==> config.mk <==
export PLATFORM = sky130hd
export DESIGN_NAME = motor_drive_sequencer
export DESIGN_NICKNAME = d
export VERILOG_FILES = /design/src/rtl/nano_pkg.sv /design/src/rtl/motor_drive_sequencer_pwm_gen.sv /design/src/rtl/motor_drive_sequencer.sv
export SDC_FILE = /design/constraint.sdc
export NUM_CORES = 1
export LEC_CHECK = 0
export BUFFER_PORTS_ARGS = -buffer_cell sky130_fd_sc_hd__buf_2
export CORE_MARGIN = 2
export CORE_UTILIZATION = 30
export DETAILED_ROUTE_END_ITERATION = 10
export PLACE_DENSITY = 0.47
export SLEW_MARGIN = 0
export SYNTH_ARGS = -nofsm -noshare
export SYNTH_HDL_FRONTEND = slang
export SYNTH_SLANG_ARGS = --single-unit
==> constraint.sdc <==
create_clock -name clock -period 9.96 [get_ports clock]
set_input_delay 1.494 -clock clock [delete_from_list [all_inputs] [get_ports clock]]
set_output_delay 1.494 -clock clock [all_outputs]
set_load 0.005 [all_outputs]
==> src/rtl/nano_pkg.sv <==
// Shared definitions for the motor drive sequencer: direction codes, FSM states,
// H-bridge drive patterns and default timing parameters.
package nano_pkg;

   localparam int unsigned PWM_TOP_DEF   = 100000;
   localparam int unsigned DEAD_CYC_DEF  = 1000000;
   localparam int unsigned RAMP_STEP_DEF = 5;

   localparam logic [2:0] DIR_STOP  = 3'b000;
   localparam logic [2:0] DIR_FWD   = 3'b001;
   localparam logic [2:0] DIR_REV   = 3'b010;
   localparam logic [2:0] DIR_LEFT  = 3'b011;
   localparam logic [2:0] DIR_RIGHT = 3'b100;

   localparam logic [3:0] JA_OFF   = 4'b0000;
   localparam logic [3:0] JA_FWD   = 4'b1010;
   localparam logic [3:0] JA_REV   = 4'b0101;
   localparam logic [3:0] JA_LEFT  = 4'b0110;
   localparam logic [3:0] JA_RIGHT = 4'b1001;

   localparam logic [6:0] DUTY_MAX = 7'd100;

   typedef enum logic [1:0] {
      ST_IDLE = 2'd0,
      ST_RAMP = 2'd1,
      ST_RUN  = 2'd2,
      ST_DEAD = 2'd3
   } state_e;

   // Unused codes 101..111 collapse onto stop so every comparison sees one stop value.
   function automatic logic [2:0] dir_normalize(input logic [2:0] dir);
      return (dir > DIR_RIGHT) ? DIR_STOP : dir;
   endfunction

   function automatic logic [3:0] ja_pattern(input logic [2:0] dir);
      logic [3:0] pat;
      case (dir)
         DIR_FWD:   pat = JA_FWD;
         DIR_REV:   pat = JA_REV;
         DIR_LEFT:  pat = JA_LEFT;
         DIR_RIGHT: pat = JA_RIGHT;
         default:   pat = JA_OFF;
      endcase
      return pat;
   endfunction

endpackage

==> src/rtl/motor_drive_sequencer_pwm_gen.sv <==
// Free-running PWM counter with duty compare; the registered output reflects the
// counter value that is current in the same cycle it is presented.
module pwm_gen
   import nano_pkg::*;
#(
   parameter int unsigned PWM_TOP = PWM_TOP_DEF
) (
   input  logic       clock,
   input  logic       reset,
   input  logic [6:0] duty,
   input  logic       run,
   output logic       pwm_out,
   output logic       period_end
);

   localparam int unsigned CNT_W = $clog2(PWM_TOP + 1);
   localparam int unsigned SCALE = PWM_TOP / 100;

   logic [CNT_W-1:0] cnt_q, cnt_d;
   logic             pwm_q, pwm_d;
   logic [31:0]      thresh;

   // duty and run are next-cycle values, so compare against the next count.
   always_comb begin
      period_end = (cnt_q == CNT_W'(PWM_TOP - 1));
      cnt_d      = period_end ? '0 : cnt_q + CNT_W'(1);
      thresh     = 32'(duty) * SCALE;
      pwm_d      = run && (32'(cnt_d) < thresh);
   end

   // NOTE: sequential state uses non-blocking assignments so every flop samples
   // pre-edge values regardless of statement or process order.
   always_ff @(posedge clock or negedge reset) begin
      if (!reset) begin
         cnt_q <= '0;
         pwm_q <= 1'b0;
      end else begin
         cnt_q <= cnt_d;
         pwm_q <= pwm_d;
      end
   end

   assign pwm_out = pwm_q;

endmodule

==> src/rtl/motor_drive_sequencer.sv <==
// H-bridge motor sequencer: soft-start ramp, run, and enforced dead-time on any
// direction change or emergency stop. All outputs are registered.
module motor_drive_sequencer
   import nano_pkg::*;
#(
   parameter int unsigned PWM_TOP   = PWM_TOP_DEF,
   parameter int unsigned DEAD_CYC  = DEAD_CYC_DEF,
   parameter int unsigned RAMP_STEP = RAMP_STEP_DEF
) (
   input  logic       clock,
   input  logic       reset,
   input  logic [2:0] cmd_dir,
   input  logic [6:0] cmd_duty,
   input  logic       estop,
   output logic       enableA,
   output logic       enableB,
   output logic       JA1,
   output logic       JA2,
   output logic       JA3,
   output logic       JA4,
   output logic       busy
);

   localparam int unsigned DEAD_W = $clog2(DEAD_CYC + 1);

   state_e            state_q, state_d;
   logic [2:0]        dir_q, dir_d;
   logic [6:0]        duty_q, duty_d;
   logic [DEAD_W-1:0] dead_cnt_q, dead_cnt_d;
   logic [3:0]        ja_q, ja_d;
   logic              busy_q, busy_d;

   logic [2:0]        dir_cmd;
   logic [6:0]        target;
   logic [7:0]        duty_step;
   logic              run_d;
   logic              period_end;
   logic              pwm_out;

   // NOTE: every variable driven here gets a default first, so no path can
   // leave one unassigned and infer a latch.
   always_comb begin
      dir_cmd    = dir_normalize(cmd_dir);
      target     = (cmd_duty > DUTY_MAX) ? DUTY_MAX : cmd_duty;
      duty_step  = 8'(duty_q) + 8'(RAMP_STEP);
      state_d    = state_q;
      dir_d      = dir_q;
      duty_d     = duty_q;
      dead_cnt_d = dead_cnt_q;

      case (state_q)
         ST_IDLE: begin
            if (!estop && dir_cmd != DIR_STOP) begin
               dir_d   = dir_cmd;
               duty_d  = '0;
               state_d = ST_RAMP;
            end
         end
         ST_RAMP, ST_RUN: begin
            // Stop and direction change win over any duty update in the same cycle.
            if (estop || dir_cmd != dir_q) begin
               state_d    = ST_DEAD;
               dead_cnt_d = DEAD_W'(DEAD_CYC - 1);
            end else if (period_end) begin
               if (state_q == ST_RAMP) begin
                  if (duty_step >= {1'b0, target} || target <= duty_q) begin
                     duty_d  = target;
                     state_d = ST_RUN;
                  end else begin
                     duty_d = duty_step[6:0];
                  end
               end else if (target < duty_q) begin
                  duty_d = target;
               end else if (target > duty_q) begin
                  state_d = ST_RAMP;
               end
            end
         end
         ST_DEAD: begin
            if (dead_cnt_q == '0) begin
               if (!estop && dir_cmd != DIR_STOP) begin
                  dir_d   = dir_cmd;
                  duty_d  = '0;
                  state_d = ST_RAMP;
               end else begin
                  state_d = ST_IDLE;
               end
            end else begin
               dead_cnt_d = dead_cnt_q - DEAD_W'(1);
            end
         end
         default: state_d = ST_IDLE;
      endcase

      // Outputs are registered from next-state so they track the state they belong to.
      run_d  = (state_d == ST_RAMP) || (state_d == ST_RUN);
      ja_d   = run_d ? ja_pattern(dir_d) : JA_OFF;
      busy_d = (state_d != ST_IDLE);
   end

   always_ff @(posedge clock or negedge reset) begin
      if (!reset) begin
         state_q    <= ST_IDLE;
         dir_q      <= DIR_STOP;
         duty_q     <= '0;
         dead_cnt_q <= '0;
         ja_q       <= JA_OFF;
         busy_q     <= 1'b0;
      end else begin
         state_q    <= state_d;
         dir_q      <= dir_d;
         duty_q     <= duty_d;
         dead_cnt_q <= dead_cnt_d;
         ja_q       <= ja_d;
         busy_q     <= busy_d;
      end
   end

   pwm_gen #(
      .PWM_TOP (PWM_TOP)
   ) u_pwm_gen (
      .clock      (clock),
      .reset      (reset),
      .duty       (duty_d),
      .run        (run_d),
      .pwm_out    (pwm_out),
      .period_end (period_end)
   );

   assign enableA = pwm_out;
   assign enableB = pwm_out;
   assign JA1     = ja_q[3];
   assign JA2     = ja_q[2];
   assign JA3     = ja_q[1];
   assign JA4     = ja_q[0];
   assign busy    = busy_q;

endmodule

=== After elaboration in Yosys (flattened, before gate mapping) ===
Cells that the tools add are included.

* Input bits: 13
* Bits in registers: 55
* Memories kept: 0
* Logic and storage cells: 74
* Bits in latches: 0
* ROM bits: 0
* RAM bits: 0
* Output and inout port bits: 7

* Bitwise operators: 0
* Multiplexer cells: 29
* Add/sub/neg operators: 3
* Eq/ne operators: 13
* $lt $le $gt $ge: 7
* $mul: 1
* Shift operators: 0
* Div/mod/pow operators: 0
* Reduce and logical (&&, ||, !) cells: 13

{| class="wikitable"
|+ Operator list
! kind !! count
|-
| 2-to-1 mux 7 bit || 8
|-
| 2-to-1 mux 20 bit || 2
|-
| case mux 20 bit (2 select lines) || 1
|-
| case mux 7 bit (3 select lines) || 1
|-
| zero test 20 bit || 1
|-
| subtractor 20 x 1 -> 20 bit (second input constant) || 1
|-
| adder 17 x 1 -> 17 bit (second input constant) || 1
|-
| == test 17 bit (second input constant) || 1
|-
| < comparator 17 bit || 1
|-
| 2-to-1 mux 17 bit || 1
|-
| 2-to-1 mux 2 bit || 8
|-
| case mux 4 bit (4 select lines) || 1
|-
| multiplier 7 x 7 -> 14 bit (second input constant) || 1
|-
| 2-to-1 mux 3 bit || 3
|-
| adder 7 x 3 -> 8 bit (second input constant) || 1
|-
| greater-or-equal comparator 8 x 7 -> 1 bit || 1
|-
| > comparator 7 bit || 1
|-
| > comparator 7 bit (second input constant) || 1
|-
| less-or-equal comparator 7 bit || 1
|-
| < comparator 7 bit || 1
|-
| == test 2 bit (second input constant) || 3
|-
| == test 3 x 2 -> 1 bit (second input constant) || 2
|-
| case mux 2 bit (3 select lines) || 1
|-
| case mux 3 bit (2 select lines) || 1
|-
| other kinds (16) || 22
|}

=== Logic depth before layout (Yosys ltp) ===
Gate-level depths: netlist (run 1).

* Depth in word-level cells: 12
* Gate-level depth with buffers: 34
* Depth with buffers taken out: 33

=== Modules after synthesis ===
A second synthesis (run 1) with hierarchy kept.

* Cells, all modules: 585
* Area, all modules: 5241.3 µm²

{| class="wikitable"
|+ Modules (own cells, without submodules)
! module !! cells each !! area each (µm²) !! instances !! sequential area each (µm²)
|-
| motor_drive_sequencer || 346 || 2927.8 || 1 || 925.9
|-
| pwm_gen || 239 || 2313.5 || 1 || 450.4
|}

=== Worst setup path after synthesis (run 1) ===
Ideal clock, no wire load.

* Kind: input to register
* Start point: input port cmd_duty[4]
* End point: register u_pwm_gen.pwm_q (netlist: u_pwm_gen.pwm_out)
* Stages: 30
* Data required time: 9883 ps
* Slack: 1523 ps
* Buffers on the path: 0
* Data arrival time: 8360 ps
* Setup time: 77 ps
* Cell sequence: o311ai_0 -> nand2_1 -> ha_1 -> nand3_1 -> nor2_1 -> a311oi_1 -> nand4_1 -> or4_1 -> nand3_1 -> nand2_1 -> fa_1 -> fa_1 -> inv_1 -> fa_1 -> inv_1 -> fa_1 -> ha_1 -> o21ai_0 -> a21boi_0 -> o21ai_1 -> a21oi_1 -> or4_1 -> and3_1 -> ha_1 -> nand4_1 -> nor2_1 -> nand3_1 -> nor3_1 -> or4b_1 -> a21oi_1

* Cells in the longest elaborated chain, start to end: 12
* Elaborated cells between the ends (all ways): 26
* Classes of those cells: mul (1); order compare (6); eq/ne (2); mux (14); reduce/logical (3)

{| class="wikitable"
|+ RTL lines
! item !! RTL line !! source
|-
| start: declaration || motor_drive_sequencer.sv:13 || <nowiki>input logic [6:0] cmd_duty,</nowiki>
|-
| > comparator 7 bit || motor_drive_sequencer.sv:44 || <nowiki>target = (cmd_duty > DUTY_MAX) ? DUTY_MAX : cmd_duty;</nowiki>
|-
| 2-to-1 mux 7 bit (*) || motor_drive_sequencer.sv:44 ||
|-
| greater-or-equal comparator 8 x 7 -> 1 bit / less-or-equal comparator 7 bit (equally long branches) || motor_drive_sequencer.sv:66 || <nowiki>if (duty_step >= {1'b0, target} || target <= duty_q) begin</nowiki>
|-
| logical OR 1 bit || motor_drive_sequencer.sv:66 ||
|-
| 2-to-1 mux 7 bit || motor_drive_sequencer.sv:66 ||
|-
| 2-to-1 mux 7 bit (*) || motor_drive_sequencer.sv:65 || <nowiki>if (state_q == ST_RAMP) begin</nowiki>
|-
| 2-to-1 mux 7 bit (*) || motor_drive_sequencer.sv:64 || <nowiki>end else if (period_end) begin</nowiki>
|-
| 2-to-1 mux 7 bit (*) || motor_drive_sequencer.sv:61 || <nowiki>if (estop || dir_cmd != dir_q) begin</nowiki>
|-
| case mux 7 bit (3 select lines) (*) || motor_drive_sequencer.sv:51 || <nowiki>case (state_q)</nowiki>
|-
| net duty_d[0] || motor_drive_sequencer.sv:28 || <nowiki>logic [6:0] duty_q, duty_d;</nowiki>
|-
| multiplier 7 x 7 -> 14 bit (*) || motor_drive_sequencer_pwm_gen.sv:27 || <nowiki>thresh = 32'(duty) * SCALE;</nowiki>
|-
| < comparator 17 bit (*) || motor_drive_sequencer_pwm_gen.sv:28 || <nowiki>pwm_d = run && (32'(cnt_d) < thresh);</nowiki>
|-
| logical AND 1 bit (*) || motor_drive_sequencer_pwm_gen.sv:28 ||
|-
| net u_pwm_gen.pwm_d || motor_drive_sequencer_pwm_gen.sv:20 || <nowiki>logic pwm_q, pwm_d;</nowiki>
|-
| end signal: assignment || motor_drive_sequencer_pwm_gen.sv:39 || <nowiki>pwm_q <= pwm_d;</nowiki>
|-
| end: declaration || motor_drive_sequencer_pwm_gen.sv:20 ||
|}

Mark *: on every way through the listed nets, which the timed path passes. The rest lies on a longest branch.
A chain may end at the register's enable or synchronous reset.

=== Worst setup path in the final report (run 1) ===
Ends and elaborated chain as after synthesis.

==> results of run 1 <==
[state kept, by name (all words and copies together) (netlist names)]
register / flops
busy: 1
dead_cnt_q: 20
dir_q: 3
duty_q: 7
ja_q: 4
state_q: 2
u_pwm_gen.cnt_q: 17
u_pwm_gen.pwm_out: 1
[worst max-delay path, delay by kind of cell]
family,cells,cell delay [ps]
AND/OR/NAND/NOR,14,3110
AO/OA/AOI/OAI,7,1450
buffers and inverters,3,210
adder cells (fa/ha/maj),7,2940
[layout by cell type (no fill, tap or decap), types with 18 or more instances in the layout]
cell and instances:
ha_1 68, inv_1 58, dfrtp_1 55, nor2_1 38, nand2_1 36, xor2_1 25
a21oi_1 19, buf_2 19, nor3_1 18, nand3_1 18, fa_1 18
[logic make-up after synthesis]
group | share of synthesized area [%]
compound gates | 13.7
xor+xnor | 7.16
fa+ha+maj | 24.2
buf+inv | 5.54
flops | 27.5
mux | 1.52
simple gates | 20.5
[synthesized netlist by cell type, types with 4 or more instances]
cell type / instances / area [um2]
o21a_1: 5 / 37.5
xnor2_1: 16 / 140
xor2_1: 25 / 219
nand2_1: 36 / 135
dfrtp_1: 55 / 1380
a211oi_1: 4 / 30.0
nor3_1: 18 / 90.1
nor2b_1: 5 / 31.3
inv_1: 58 / 218
nor4_1: 6 / 37.5
and3_1: 8 / 50.1
fa_1: 18 / 360
nand3_1: 18 / 90.1
or3_1: 14 / 87.6
a21oi_1: 19 / 95.1
or4_1: 4 / 30.0
o21ai_0: 17 / 85.1
or2_2: 6 / 37.5
a21o_1: 5 / 37.5
nand4_1: 15 / 93.8
nor2_1: 38 / 143
ha_1: 68 / 851
clkbuf_1: 11 / 41.3
nand2b_1: 4 / 25.0
[power groups by stage]
stage | Sequential [mW] | Clock (mW) | Combinational, mW
detailed placement | 0.268 | 0 | 0.575
global placement | 0.267 | 0 | 0.575
floorplan | 0.263 | 0 | 0.426
global route | 0.266 | 0.203 | 0.648
CTS | 0.263 | 0.193 | 0.580
finish | 0.263 | 0.183 | 0.569
[how the worst max path moves through the flow]
stage	to
CTS	u_pwm_gen.pwm_out
detailed placement	u_pwm_gen.pwm_out
global placement	u_pwm_gen.pwm_out
finish	u_pwm_gen.pwm_out
floorplan	u_pwm_gen.pwm_out
global route	u_pwm_gen.pwm_out
[layout make-up]
type,count,area (um2)
clock buffers,5,125
clock inverters,3,25.0
fillers,1737,11000
inverters,58,218
multi-input cells,421,3360
flip-flops and latches,55,1380
well taps,220,275
repair buffers,21,110
[metrics by stage]
step	hold slack (ps)	setup WS, ps	total power, mW
floorplan	455	1520	0.689
global placement	482	822	0.842
detailed placement	494	666	0.842
CTS	508	966	1.04
global route	523	374	1.12
finish	505	958	1.01
[metal layers]
metal  vias up  track usage [%]  wire (um)
met5         -                0          0
met4         0             4.85        219
met3        14             1.90        286
met2        52             23.7       5660
met1      1910             18.0       5420
li1       1979                -          -
==> results.json, run 1 <==
{
  "antenna_cells": 0,
  "hp-start": "u_pwm_gen.cnt_q[0]",
  "p_leak_nw": 2.61,
  "antenna_left": 0,
  "dieArea_mm2": 0.0178,
  "tns_ps": 0,
  "finalCritPeriodShare_pct": 90.4,
  "hold_buffers": 0,
  "drive_above_1_share_pct": 8.17,
  "crit_top_cell": "fa_1",
  "async_flop_share_pct": 100,
  "finalHoldViolations": 0,
  "fin_util_pct": 33.3,
  "antenna_found_initial": 0,
  "post_cts_buffers": 0,
  "syn_inst": 547,
  "hp-class": "reg -> reg",
  "clock.fmax_ghz": 0.111,
  "cts_tree": "yes",
  "synth_fp_nets": 646,
  "slew_violations": 0,
  "whs_path_depth": 1,
  "synth_warnings": 0,
  "startpoint_type": "input pin",
  "rr_startpoint": "duty_q[0]",
  "place_area_mm2": 0.00534,
  "worst_path_max_delay_cell": "or4_1",
  "io_pins": 20,
  "fin_crit_ps": 9000,
  "nets": 661,
  "setup_viol": 0,
  "htreeDepth": 2,
  "grt_overflow": 0,
  "critical-path-max-stage-delay_ps": 640,
  "p_int_mw": 0.557,
  "vdd_drop_max_v": 0.0000776,
  "routed_wl_um": 11600,
  "rows": 47,
  "clk_latency_ps": 310,
  "numPortBuffers": 19,
  "grt_pass1_vias": 4009,
  "dieHeight_um": 133,
  "cts_max_path_buffers": 2,
  "synth_cell_types": 68,
  "start_util_pct": 30.4,
  "final_area_mm2": 0.00549,
  "coreArea_mm2": 0.0165,
  "dp.final_hpwl_um": 9210,
  "cts-root-buf": "clkbuf_16",
  "final_cells": 783,
  "clock_skew_ps": 3.42,
  "seq_area_frac_synth_pct": 27.5,
  "synth_top_flop_cell": "dfrtp_1",
  "yosys_register_bits": 55,
  "syn_avg_cell_area_um2": 9.16,
  "vias": 3955,
  "grt_max_degree": 56,
  "grt_usage_pct": 13.9,
  "wire_per_inst_um": 14.8,
  "startpoint": "cmd_duty[4]",
  "p_sw_mw": 0.458,
  "area_growth_pct": 9.49,
  "routabilityCongestion": 0.879,
  "p_clk_share_pct": 18.1,
  "die_w_um": 133,
  "dpl.cell_count": 775,
  "status": "complete, no violations",
  "path_clk_slew_ps": 70,
  "r2r_cells": 32,
  "p_per_area_mw_per_mm2": 185,
  "rsz0062_at_grt": "no",
  "cts_sinks": 55,
  "cts_inserted_buffers": 5,
  "maxSlewHeadroom_pct": 47.3,
  "dr.pass1.iters": 4,
  "r2r-end": "u_pwm_gen.pwm_out",
  "cp-end-kind": "flip-flop",
  "pwr-share-comb_pct": 56.0,
  "maxCapViolations": 0,
  "viasPerCell": 5.05,
  "ctsResizeCount": 0,
  "sw_frac_of_total_pct": 45.1,
  "cp_max_fo": 10,
  "critPathArrivalTime_ps": 9240,
  "drt_iter0_drc": 172,
  "reg2reg_slack_ps": 1450,
  "crit_required_ps": 10200,
  "tightest_slew_ps": 786,
  "crit_type": "in -> reg",
  "netlist_area_mm2": 0.00501,
  "synth_edf_count": 0,
  "hold_path_end": "u_pwm_gen.cnt_q[0]",
  "drc_errors": 0,
  "grt_pass1_wl_um": 19800,
  "seq_power_share_pct": 25.9
}
No activity file was read; power rests on OpenSTA's default activity.
==> inputs of run 2 (changes only) <==
==> constraint.sdc (replaced) <==
create_clock -name clock -period 9.9 [get_ports clock]
set_input_delay 1.485 -clock clock [delete_from_list [all_inputs] [get_ports clock]]
set_output_delay 1.485 -clock clock [all_outputs]
set_load 0.005 [all_outputs]
==> run 2 against run 1 <==
Net effect: critical path depth stayed put; worst hold slack worse by 2.7 ps; clock power hardly changed; via count is 0.43% higher; combinational power is 1% higher; largest power group unchanged; clock-buffer cell count stayed put.
==> results.json, run 2 (same netlist as run 1, synthesis figures left out) <==
{
  "crit_required_ps": 10130,
  "antenna_left": 0,
  "crit_type": "in -> reg",
  "fin_util_pct": 33.3,
  "numPortBuffers": 19,
  "largestRegisters": "dead_cnt_q: 20 flops, u_pwm_gen.cnt_q: 17 flops, duty_q: 7 flops",
  "grt_max_degree": 56,
  "cts_max_path_buffers": 2,
  "slew_violations": 0,
  "clock.fmax_ghz": 0.111,
  "path_depth": 31,
  "critical-path-max-stage-delay_ps": 650,
  "clock_skew_ps": 9.33,
  "antenna_cells": 0,
  "dp.final_hpwl_um": 9250,
  "clk_latency_ps": 300,
  "hp-class": "reg -> reg",
  "crit_top_cell": "fa_1",
  "grt_overflow": 0,
  "crit_family": "simple AND/OR/NAND/NOR gates",
  "whs_path_depth": 1,
  "maxCapViolations": 0,
  "area_growth_pct": 9.49,
  "grt_pass1_wl_um": 20100,
  "start_util_pct": 30.4,
  "dieHeight_um": 133,
  "post_cts_buffers": 0,
  "cts_inserted_buffers": 5,
  "finalCritPeriodShare_pct": 90.8,
  "fillers": 1754,
  "htreeDepth": 2,
  "dr.pass1.iters": 5,
  "drt_iter0_drc": 185,
  "routabilityCongestion": 0.879,
  "p_leak_nw": 2.61,
  "grt_usage_pct": 13.9,
  "path_buf_inv": 3,
  "hold_buffers": 0,
  "cts_sinks": 55,
  "fin_crit_ps": 8990,
  "cts-root-buf": "clkbuf_16",
  "antenna_found_initial": 0,
  "routed_wl_um": 11600,
  "rows": 47,
  "drc_errors": 0,
  "io_pins": 20,
  "dieArea_mm2": 0.0178,
  "rsz0062_at_grt": "no",
  "cp_max_fo": 10,
  "viasPerCell": 5.07,
  "critPathArrivalTime_ps": 9210,
  "largest_reg_flops": 20,
  "die_w_um": 133,
  "final_cell_mix": "ha_1 (68), inv_1 (58), dfrtp_1 (55)",
  "finalHoldViolations": 0,
  "nets": 661,
  "tightest_slew_ps": 797,
  "cts_tree": "yes",
  "tns_ps": 0,
  "status": "complete, no violations",
  "vdd_drop_max_v": 0.0000743,
  "ctsResizeCount": 0,
  "drive_above_1_share_pct": 8.17,
  "grt_pass1_vias": 4005,
  "setup_viol": 0,
  "cp-end-kind": "flip-flop",
  "worst_path_max_delay_cell": "or4_1",
  "r2r_cells": 32,
  "layout_commonest_cell": "ha_1",
  "path_clk_slew_ps": 80,
  "startpoint_type": "input pin",
  "coreArea_mm2": 0.0165,
  "wire_per_inst_um": 14.8,
  "maxSlewHeadroom_pct": 46.6,
  "top_register": "dead_cnt_q",
  "vias": 3972,
  "p_per_area_mw_per_mm2": 187
}
==> run 2: cell counts in the layout (fill, tap and decap cells not counted) <==
No cell type changed its count.
==> run 2: worst paths after layout <==
kind	to	slack, ps	from
setup / recovery	u_pwm_gen.pwm_out	910	cmd_duty[4]
hold / removal	u_pwm_gen.cnt_q[0]	500	u_pwm_gen.cnt_q[0]
setup reg to reg	u_pwm_gen.pwm_out	1430	duty_q[0]
hold reg to reg	u_pwm_gen.cnt_q[0]	500	u_pwm_gen.cnt_q[0]
max in group asynchronous	state_q[1]	8090	reset
min in group asynchronous	dead_cnt_q[13]	1330	reset
==> run 2: metrics by stage <==
stage / total power [mW] / area [um2] / std cells / setup WS, ps / hold slack (ps)
after detailed placement: 0.847 / 5340 / 775 / 596 / 499
after global placement: 0.847 / 5340 / 775 / 771 / 482
after global routing: 1.12 / 5490 / 783 / 270 / 529
after CTS: 1.04 / 5490 / 783 / 896 / 508
after floorplan: 0.693 / 5010 / 547 / 1470 / 455
final: 1.02 / 5490 / 783 / 915 / 503
==> run 2: routing by layer <==
layer	vias up	part of all wire (%)	global-route usage [%]
met5	-	0	0
met4	0	1.9	4.49
met3	15	2.0	1.86
met2	43	50	24.0
met1	1932	46	18.1
li1	1982	-	-
==> run 2: cell type report <==
class                           instances  area (um2)  share of cell area [%]
Inverter                               58         218                    3.97
Tap cell                              220         275                    5.02
Sequential cell                        55        1380                    25.1
Timing Repair Buffer                   21         110                    2.01
Clock buffer                            5         125                    2.28
Clock inverter                          3        25.0                   0.456
Multi-Input combinational cell        421        3360                    61.2
==> run 2: worst register-to-register path, delay by kind of cell, from the launching register on <==
kind                     cells  cell delay, ps
buffers and inverters        2             100
XOR/XNOR                     1             250
flip-flops                   1             500
AO/OA/AOI/OAI                8            1160
adder cells (fa/ha/maj)      8            3160
AND/OR/NAND/NOR             13            3190
==> run 2: power breakdown <==
part / switching (mW) / total [mW] / internal, mW
Combinational: 0.357 / 0.575 / 0.218
Sequential: 0.0167 / 0.264 / 0.247
Clock: 0.0900 / 0.185 / 0.0950
==> inputs of run 3 (changes only) <==
--- a/config.mk
+++ b/config.mk
@@ -6,6 +6,7 @@
 export NUM_CORES = 1
 export LEC_CHECK = 0
 export BUFFER_PORTS_ARGS = -buffer_cell sky130_fd_sc_hd__buf_2
+export CORE_ASPECT_RATIO = 2
 export CORE_MARGIN = 2
 export CORE_UTILIZATION = 30
 export DETAILED_ROUTE_END_ITERATION = 10
==> run 3 against run 2 <==
Net effect: combinational power increased by 3%; worst hold slack got worse by 1.5 ps; total power increased by 5.1%; clock power increased by 19%; global-route usage increased by 1.1 points; utilization increased by 0.23 points; worst setup slack got worse by 80 ps; non-clock buffer count decreased by 1; sequential share of layout area unchanged; register-to-register slack got worse by 90 ps; highest routed layer unchanged.
==> results.json, run 3 (same netlist as run 1, synthesis figures left out) <==
{
  "status": "complete, no violations",
  "coreArea_mm2": 0.0164,
  "drc_errors": 0,
  "p_total_mw": 1.08,
  "clock.fmax_ghz": 0.110,
  "critical-path-max-stage-delay_ps": 640,
  "ctsResizeCount": 0,
  "grt_overflow": 0,
  "path_clk_slew_ps": 80,
  "cts_tree": "yes",
  "tightest_slew_ps": 846,
  "grt_pass1_vias": 4215,
  "routed_wl_um": 12900,
  "rsz0062_at_grt": "no",
  "antenna_cells": 0,
  "nets": 660,
  "numPortBuffers": 19,
  "area_growth_pct": 9.49,
  "cts-root-buf": "clkbuf_16",
  "fillers": 1699,
  "antenna_found_initial": 0,
  "final_cells": 766,
  "cts_max_path_buffers": 2,
  "grt_pass1_wl_um": 20800,
  "largest_reg_flops": 20,
  "grt_busiest_layer": "met2",
  "tns_ps": 0,
  "finalHoldViolations": 0,
  "drt_iter0_drc": 155,
  "final_cell_mix": "ha_1 (68), inv_1 (58), dfrtp_1 (55)",
  "dr.pass1.iters": 4,
  "worst_path_max_delay_cell": "or4_1",
  "p_per_area_mw_per_mm2": 196,
  "grt_max_degree": 56,
  "clock_skew_ps": 4.88,
  "drive_above_1_share_pct": 8.01,
  "reg2reg_slack_ps": 1340,
  "hp-start": "u_pwm_gen.cnt_q[0]",
  "routabilityCongestion": 0.899,
  "wire_per_inst_um": 16.9,
  "crit_type": "in -> reg",
  "r2r_cells": 32,
  "grt_use_met2_pct": 30.7,
  "p_leak_nw": 2.62,
  "slew_violations": 0,
  "finalCritPeriodShare_pct": 91.6,
  "r2r-end": "u_pwm_gen.pwm_out",
  "met3_usage_pct": 1.05,
  "io_pins": 20,
  "dieArea_mm2": 0.0178,
  "startpoint_type": "input pin",
  "dp.final_hpwl_um": 10600,
  "hold_path_end": "u_pwm_gen.cnt_q[0]",
  "fin_util_pct": 33.6,
  "vias": 4063,
  "critPathArrivalTime_ps": 9300,
  "cp-end-kind": "flip-flop",
  "hold_buffers": 0,
  "die_w_um": 95.4,
  "cp_max_fo": 10,
  "htreeDepth": 2,
  "fin_crit_ps": 9070,
  "use_met1_pct": 14.3,
  "viasPerCell": 5.30,
  "antenna_left": 0,
  "cts_inserted_buffers": 5,
  "layout_commonest_cell": "ha_1",
  "crit_top_cell": "fa_1",
  "setup_viol": 0,
  "maxCapViolations": 0,
  "maxSlewHeadroom_pct": 43.3,
  "top_register": "dead_cnt_q",
  "cts_sinks": 55,
  "whs_path_depth": 1,
  "rr_startpoint": "duty_q[0]",
  "post_cts_buffers": 0,
  "dieHeight_um": 187,
  "largestRegisters": "dead_cnt_q: 20 flops, u_pwm_gen.cnt_q: 17 flops, duty_q: 7 flops",
  "crit_required_ps": 10130,
  "dpl.cell_count": 758,
  "grt_usage_pct": 15.0,
  "start_util_pct": 30.7,
  "holdWs_ps": 501,
  "hp-class": "reg -> reg",
  "vdd_drop_max_v": 0.0000879,
  "clk_latency_ps": 300,
  "rows": 66
}
[run 3: changes by cell type in the layout (fill, tap and decap cells not counted)]
cell        before  now
buf_4            2    1
bufinv_16        0    1
clkbuf_8         0    1
clkinv_4         2    0
clkinvlp_4       1    0
inv_6            0    1
[run 3: where the power goes]
part	internal (mW)	switching (mW)
Clock	0.128	0.0921
Sequential	0.247	0.0161
Combinational	0.222	0.371
Total	0.597	0.480
[run 3: layer usage]
| layer | vias up | share of wire [%] | wire length [um] |
|---|---|---|---|
| li1 | 1980 | - | - |
| met5 | - | 0 | 0 |
| met1 | 2002 | 35 | 4580 |
| met3 | 21 | 1.7 | 224 |
| met2 | 60 | 60 | 7710 |
| met4 | 0 | 3.4 | 437 |
[run 3: area by class of cell]
class	count	area (um2)	share of cell area, %
timing repair buffer	20	103	1.87
multi-input combinational	421	3360	61.2
clock inverter	2	38.8	0.707
clock buffer	6	139	2.53
sequential	55	1380	25.1
tap	204	255	4.65
inverter	58	218	3.97
[run 3: critical path, delay by kind of cell]
family	cells	cell delay, ps
fa+ha+maj	7	2940
buf+inv	3	210
compound gates	7	1470
simple gates	14	3170
[run 3: worst max-delay path by stage]
| stage | from | end | slack, ps | depth (start not counted) |
|---|---|---|---|---|
| final | cmd_duty[4] | u_pwm_gen.pwm_out | 830 | 31 |
| after detailed placement | cmd_duty[4] | u_pwm_gen.pwm_out | 570 | 31 |
| after floorplan | cmd_duty[4] | u_pwm_gen.pwm_out | 1470 | 30 |
| after global placement | cmd_duty[4] | u_pwm_gen.pwm_out | 720 | 27 |
| after CTS | cmd_duty[4] | u_pwm_gen.pwm_out | 870 | 31 |
| after global routing | cmd_duty[4] | u_pwm_gen.pwm_out | 220 | 31 |
[run 3: through the flow]
step / instance area [um2] / worst slack, ps
3_3_place_gp: 5310 / 715
5_1_grt: 5490 / 217
2_1_floorplan: 5010 / 1470
4_1_cts: 5490 / 868
6_report: 5490 / 835
3_5_place_dp: 5310 / 575
